### src/rtl/aes_byte_loader.sv
// -----------------------------------------------------------------------------
// aes_byte_loader
//
// Purpose:
//   Collects a stream of bytes into a 4x4 AES state matrix (column-major
//   order) and presents it, together with a 4x4 key matrix, to a cipher core
//   through a valid/ready handoff. The loader alternates between two states:
//   FILL accepts 16 data bytes, FULL holds the block until the downstream
//   takes it. A full block therefore costs 17 cycles when neither side stalls.
//
// Optional feature (macro AES_LOADER_KEY_STREAM_EN):
//   undefined : key is loaded in parallel from key_in at the moment the 16th
//               data byte is accepted, and held until the next block completes.
//   defined   : key_in is removed; bytes tagged with in_is_key are written into
//               the key matrix through a separate wrapping 4-bit key counter.
//               Key bytes do not advance the data counter or the FSM, are only
//               taken in FILL, and the key matrix persists across blocks.
//
// Ports:
//   clk        in   rising-edge clock
//   rst        in   synchronous active-high reset
//   in_byte    in   [7:0] stream byte
//   in_valid   in   in_byte is valid
//   in_ready   out  loader accepts a byte this cycle (registered)
//   key_in     in   [3:0][3:0][7:0] parallel key, [row][col] (macro undefined)
//   in_is_key  in   in_byte is a key byte (macro defined)
//   data       out  [3:0][3:0][7:0] assembled state matrix, [row][col]
//   key        out  [3:0][3:0][7:0] key matrix, [row][col]
//   out_valid  out  data/key hold a complete block (registered)
//   out_ready  in   downstream consumes the block
// -----------------------------------------------------------------------------
module aes_byte_loader (
  input  logic                  clk,
  input  logic                  rst,
  input  logic [7:0]            in_byte,
  input  logic                  in_valid,
  output logic                  in_ready,
`ifdef AES_LOADER_KEY_STREAM_EN
  input  logic                  in_is_key,
`else
  input  logic [3:0][3:0][7:0]  key_in,
`endif
  output logic [3:0][3:0][7:0]  data,
  output logic [3:0][3:0][7:0]  key,
  output logic                  out_valid,
  input  logic                  out_ready
);

  localparam logic [0:0] FILL = 1'b0;
  localparam logic [0:0] FULL = 1'b1;

  logic [0:0] state;
  logic [3:0] cnt;
  logic       accept;
  logic       data_accept;

  // in_ready is only ever high in FILL, so no state qualifier is needed here.
  assign accept = in_valid & in_ready;

`ifdef AES_LOADER_KEY_STREAM_EN
  logic [3:0] kcnt;
  logic       key_accept;

  assign key_accept  = accept & in_is_key;
  assign data_accept = accept & ~in_is_key;

  // Key bytes land column-major like data bytes; kcnt wraps 15->0 on its own
  // and is independent of block boundaries.
  always_ff @(posedge clk) begin
    if (rst) begin
      kcnt <= 4'd0;
      key  <= '0;
    end else if (key_accept) begin
      key[kcnt[1:0]][kcnt[3:2]] <= in_byte;
      kcnt                      <= kcnt + 4'd1;
    end
  end
`else
  assign data_accept = accept;

  // The key is captured together with the last data byte so that data and
  // key always describe the same block while out_valid is high.
  always_ff @(posedge clk) begin
    if (rst) begin
      key <= '0;
    end else if (data_accept && (cnt == 4'd15)) begin
      key <= key_in;
    end
  end
`endif

  // Main FSM. in_ready and out_valid are registered copies of the next state,
  // so neither depends combinationally on in_valid or out_ready. During reset
  // both are held low; in_ready rises on the first edge after reset releases.
  always_ff @(posedge clk) begin
    if (rst) begin
      state     <= FILL;
      cnt       <= 4'd0;
      data      <= '0;
      in_ready  <= 1'b0;
      out_valid <= 1'b0;
    end else begin
      case (state)
        FILL: begin
          in_ready  <= 1'b1;
          out_valid <= 1'b0;
          if (data_accept) begin
            // Byte i goes to row i mod 4, column i div 4.
            data[cnt[1:0]][cnt[3:2]] <= in_byte;
            cnt                      <= cnt + 4'd1;
            if (cnt == 4'd15) begin
              state     <= FULL;
              in_ready  <= 1'b0;
              out_valid <= 1'b1;
            end
          end
        end
        FULL: begin
          in_ready  <= 1'b0;
          out_valid <= 1'b1;
          if (out_ready) begin
            state     <= FILL;
            in_ready  <= 1'b1;
            out_valid <= 1'b0;
          end
        end
        default: begin
          state     <= FILL;
          in_ready  <= 1'b0;
          out_valid <= 1'b0;
        end
      endcase
    end
  end

endmodule

### config.mk
export PLATFORM = sky130hd
export DESIGN_NAME = aes_byte_loader
export DESIGN_NICKNAME = d
export VERILOG_FILES = /design/src/rtl/aes_byte_loader.sv
export SDC_FILE = /design/constraint.sdc
export NUM_CORES = 1
export LEC_CHECK = 0
export ABC_AREA = 1
export CAP_MARGIN = 20
export CORE_AREA = 2 2 156 158
export CTS_BUF_LIST = sky130_fd_sc_hd__clkbuf_2
export DETAILED_ROUTE_END_ITERATION = 12
export DIE_AREA = 0 0 158 160
export PLACE_DENSITY_LB_ADDON = 0.3
export SLEW_MARGIN = 15
export SYNTH_ARGS = -nofsm -noshare
export SYNTH_HDL_FRONTEND = slang
export SYNTH_SLANG_ARGS = --single-unit
### constraint.sdc
create_clock -name clk -period 4 [get_ports clk]
set_input_delay 0.8 -clock clk [delete_from_list [all_inputs] [get_ports clk]]
set_output_delay 0.8 -clock clk [all_outputs]
set_load 0.05 [all_outputs]
==> metrics.md <==
| Metric | Value |
|---|---|
| DRC | 0 |
| Multiplexer share of the synthesized area | 0% |
| Adder-cell area share of the yosys netlist | less than 1% |
| Gr busiest metal | met2 |
| Combinational power share | just over 8% |
| P_int | about 3.7 mW |
| Worst Path Required | 3.20 ns |
| Crit path kind | reg -> out |
| Pin count of the biggest net entering global routing | between 100 and 150 |
| Synth Warn # | 0 |
| Initial antenna violation count | 6 |
| Buffers on Ports | ~400 |
| Cts hold-fix bufs | 0 |
| Antenna-violating nets left | 0 |
| Hold Crit Class | reg -> reg |
| Die width | around 160 um |
| Reg-to-Reg Start | cnt[0] |
| Inst Count DP | just under 2000 |
| WP depth | 1 |
| CTS tree | built |
| Hold slack | ~0.49 ns |
| Reg2reg setup slack | roughly 1.7 ns |
| GPL Wtd Cong | 0.849 |
| CTS Root Cell | clkbuf_2 |
| Unrepaired setup endpoints after global routing | false |
| Power Density | approximately 340 nW/um2 |
| DR WL/cell | about 16 um |
| Core area | roughly 24000 um2 |
| Max stage delay on crit path | about 0.86 ns |
| Max VDD drop | between 0.2 and 0.25 mV |
| Share of power burned in registers | 52.6% |
| Post-route setup TNS | 0 ns |
| Slew Limit Fails | 0 |
| Largest family of logic cells by synthesized area | simple AND/OR/NAND/NOR gates |
| CTS Buffer Depth | 3 |
| Syn Area/Cell | approximately 7.4 um2 |
| Final net count | 1867 |
| Final Non-Filler Cells | about 2100 |
| Crit. End Element | output pin |
| Global Route Usage Sum | between 20% and 30% |
| Chip height | between 150 and 200 um |
| Crit-path max FO | 3 |
| Slowest CP cell | clkdlybuf4s50_1 |
| Yosys reg bits | 262 |
| Fin crit period | a little under 3 ns |
| Status | complete, no violations |
| Worst reg2reg path depth | 8 |
| CP top delay family | buffers and inverters |
| Netlist cell types | 23 |
| Simple-gate share of the synthesized area | 33.3% |
| Drt pass-1 iters | 5 |
| Post-CTS sizing | 0 |
| Via Count | between 9000 and 10000 |
| Rel. slew slack | a little under half |
| NetSw | ~1.3 mW |
| Global-route wire length before repair | 50200 um |
| R2r endpoint | key[124] |
| Post-synthesis sequential area ratio | 53.4% |
| Critical Path, Cell by Cell | clkdlybuf4s50_1 |
| CP Launch Point | state |
| Met1 usage | ~28% |
| Most common cell after layout, fill and taps aside | nor2_1 |
| FMAX | 338 MHz |
| FILL cells | 2233 |
| Num CTS Buffers | 71 |
| Worst Clk Skew | approximately 0.076 ns |
| Vias/cell | 4.72 |
| Clock power frac | 39.3% |
| Die area | 25300 um2 |
| Switching share of power | about 27% |
| Area grow syn2layout | 48.2% |
| Ratio of cells with drive above 1 in the final layout | ~8.3% |
| Arrival time worst endpoint | approximately 2.2 ns |
| Slew at the pin closest to its max-slew limit | ~0.79 ns |
| Met2 usage in global routing | between 40% and 50% |
| Boundary Pins | roughly 400 |
| DRT iter0 DRCs | about 470 |
| Leak pwr | roughly 5.6 nW |
| Setup violations, final | 0 |
| Complex-gate fraction of the synthesized area | approximately 7.4% |
| Number of global-route vias before repair | 9317 |
| Global route overflow | 0 |
| XOR/XNOR Fraction of Synth Area | 0% |
| Commonest non-fill, non-tap cells in the layout | 531 x nor2_1, 397 x clkdlybuf4s50_1, 262 x dfxtp_1 |
| Initial core utilization | between 40% and 50% |
| H-tree Lvls | 3 |
| Met3 usage | between 10% and 20% |
| CP bufs+invs | 1 |
| Postcts setup bufs | 0 |
| Post-Syn Area | around 9800 um2 |
| Syn Nets | about 1500 |
| Clk sinks | around 260 |
| Mapped Cells | 1330 |
| Total wire length | approximately 33000 um |
| Clock latency on the worst-skew pair | 0.84 ns |
| Number of max-cap violations | 0 |
| Hold Vio Cnt, Final | 0 |
| Clk slew on worst S/H paths | about 0.090 ns |
| Worst setup SP type | flip-flop |
| FP Rows | 57 |
| Dpl hpwl | roughly 22000 um |
| Crit share post-route | around three quarters |
| Worst Setup EP | out_valid |
[Yosys cell counts, drive strengths merged]
cell type  instances  area (um2)
nor2             546        2090
clkbuf            38         146
clkinv             1        3.75
dfxtp            262        5250
buf               46         297
inv               21        78.8
o21ai            130         651
or2                1        6.26
ha                 4        50.1
nand2            178         671
o21bai             8        60.1
nand3             66         343
a21oi              3        15.0
nand4             26         163
[cell families (layout without fill, tap and decap cells)]
family / after synthesis / after routing
AO/OA/AOI/OAI: 141 / 141
adder cells (fa/ha/maj): 4 / 4
buffers and inverters: 106 / 547
flip-flops: 262 / 262
other: 0 / 6
AND/OR/NAND/NOR: 817 / 817
[worst min-delay path, cell delays in order (launching register included)]
cell	delay [ns]
dfxtp_1	0.33
nor2_1	0.05
nor2_1	0.08
[registers in the layout, summed over array words and instances, names as in the netlist]
name      flops
data        128
key         128
cnt           4
in_ready      1
state         1
[stage by stage]
stage / power (mW) / setup WS [ns] / cell area [um2] / util (%)
finish: 5.00 / 1.04 / 14500 / 61.1
global route: 5.25 / 0.919 / 14500 / 61.1
CTS: 5.06 / 0.996 / 14500 / 61.0
detailed placement: 3.09 / 1.18 / 13900 / 58.3
global placement: 3.09 / 1.23 / 13900 / 58.3
floorplan: 2.89 / 2.30 / 9820 / -
[area by class of cell]
| cell class | count | area (um2) | area share, % |
|---|---|---|---|
| flip-flops and latches | 262 | 5250 | 36.1 |
| repair buffers | 404 | 4090 | 28.1 |
| multi-input cells | 962 | 4060 | 27.9 |
| clock buffers | 111 | 556 | 3.82 |
| well taps | 324 | 405 | 2.79 |
| clock inverters | 10 | 91.3 | 0.628 |
| inverters | 22 | 90.1 | 0.619 |
| diodes | 6 | 15.0 | 0.103 |
[layer usage]
metal | share of wire (%) | wire (um) | up-vias
li1 | - | - | 5025
met1 | 38 | 12400 | 4436
met2 | 48 | 15900 | 374
met3 | 10 | 3460 | 73
met4 | 3.7 | 1210 | 0
met5 | 0 | 0 | -
[power by group through the flow]
stage | clock network [mW] | registers (mW) | logic (mW)
2_1_floorplan | 0 | 2.73 | 0.155
3_3_place_gp | 0 | 2.69 | 0.400
3_5_place_dp | 0 | 2.69 | 0.404
4_1_cts | 2.02 | 2.63 | 0.405
5_1_grt | 2.17 | 2.63 | 0.441
6_report | 1.96 | 2.63 | 0.404
[worst min path at each step]
stage	start	end	slack, ns	cells after the start
finish	data[89]	data[89]	0.49	2
global route	key[108]	key[108]	0.50	2
CTS	data[34]	data[34]	0.49	2
detailed placement	key[3]	key[3]	0.47	2
global placement	data[39]	data[39]	0.46	2
floorplan	cnt[1]	cnt[1]	0.50	2
No activity file was read; power rests on OpenSTA's default activity.
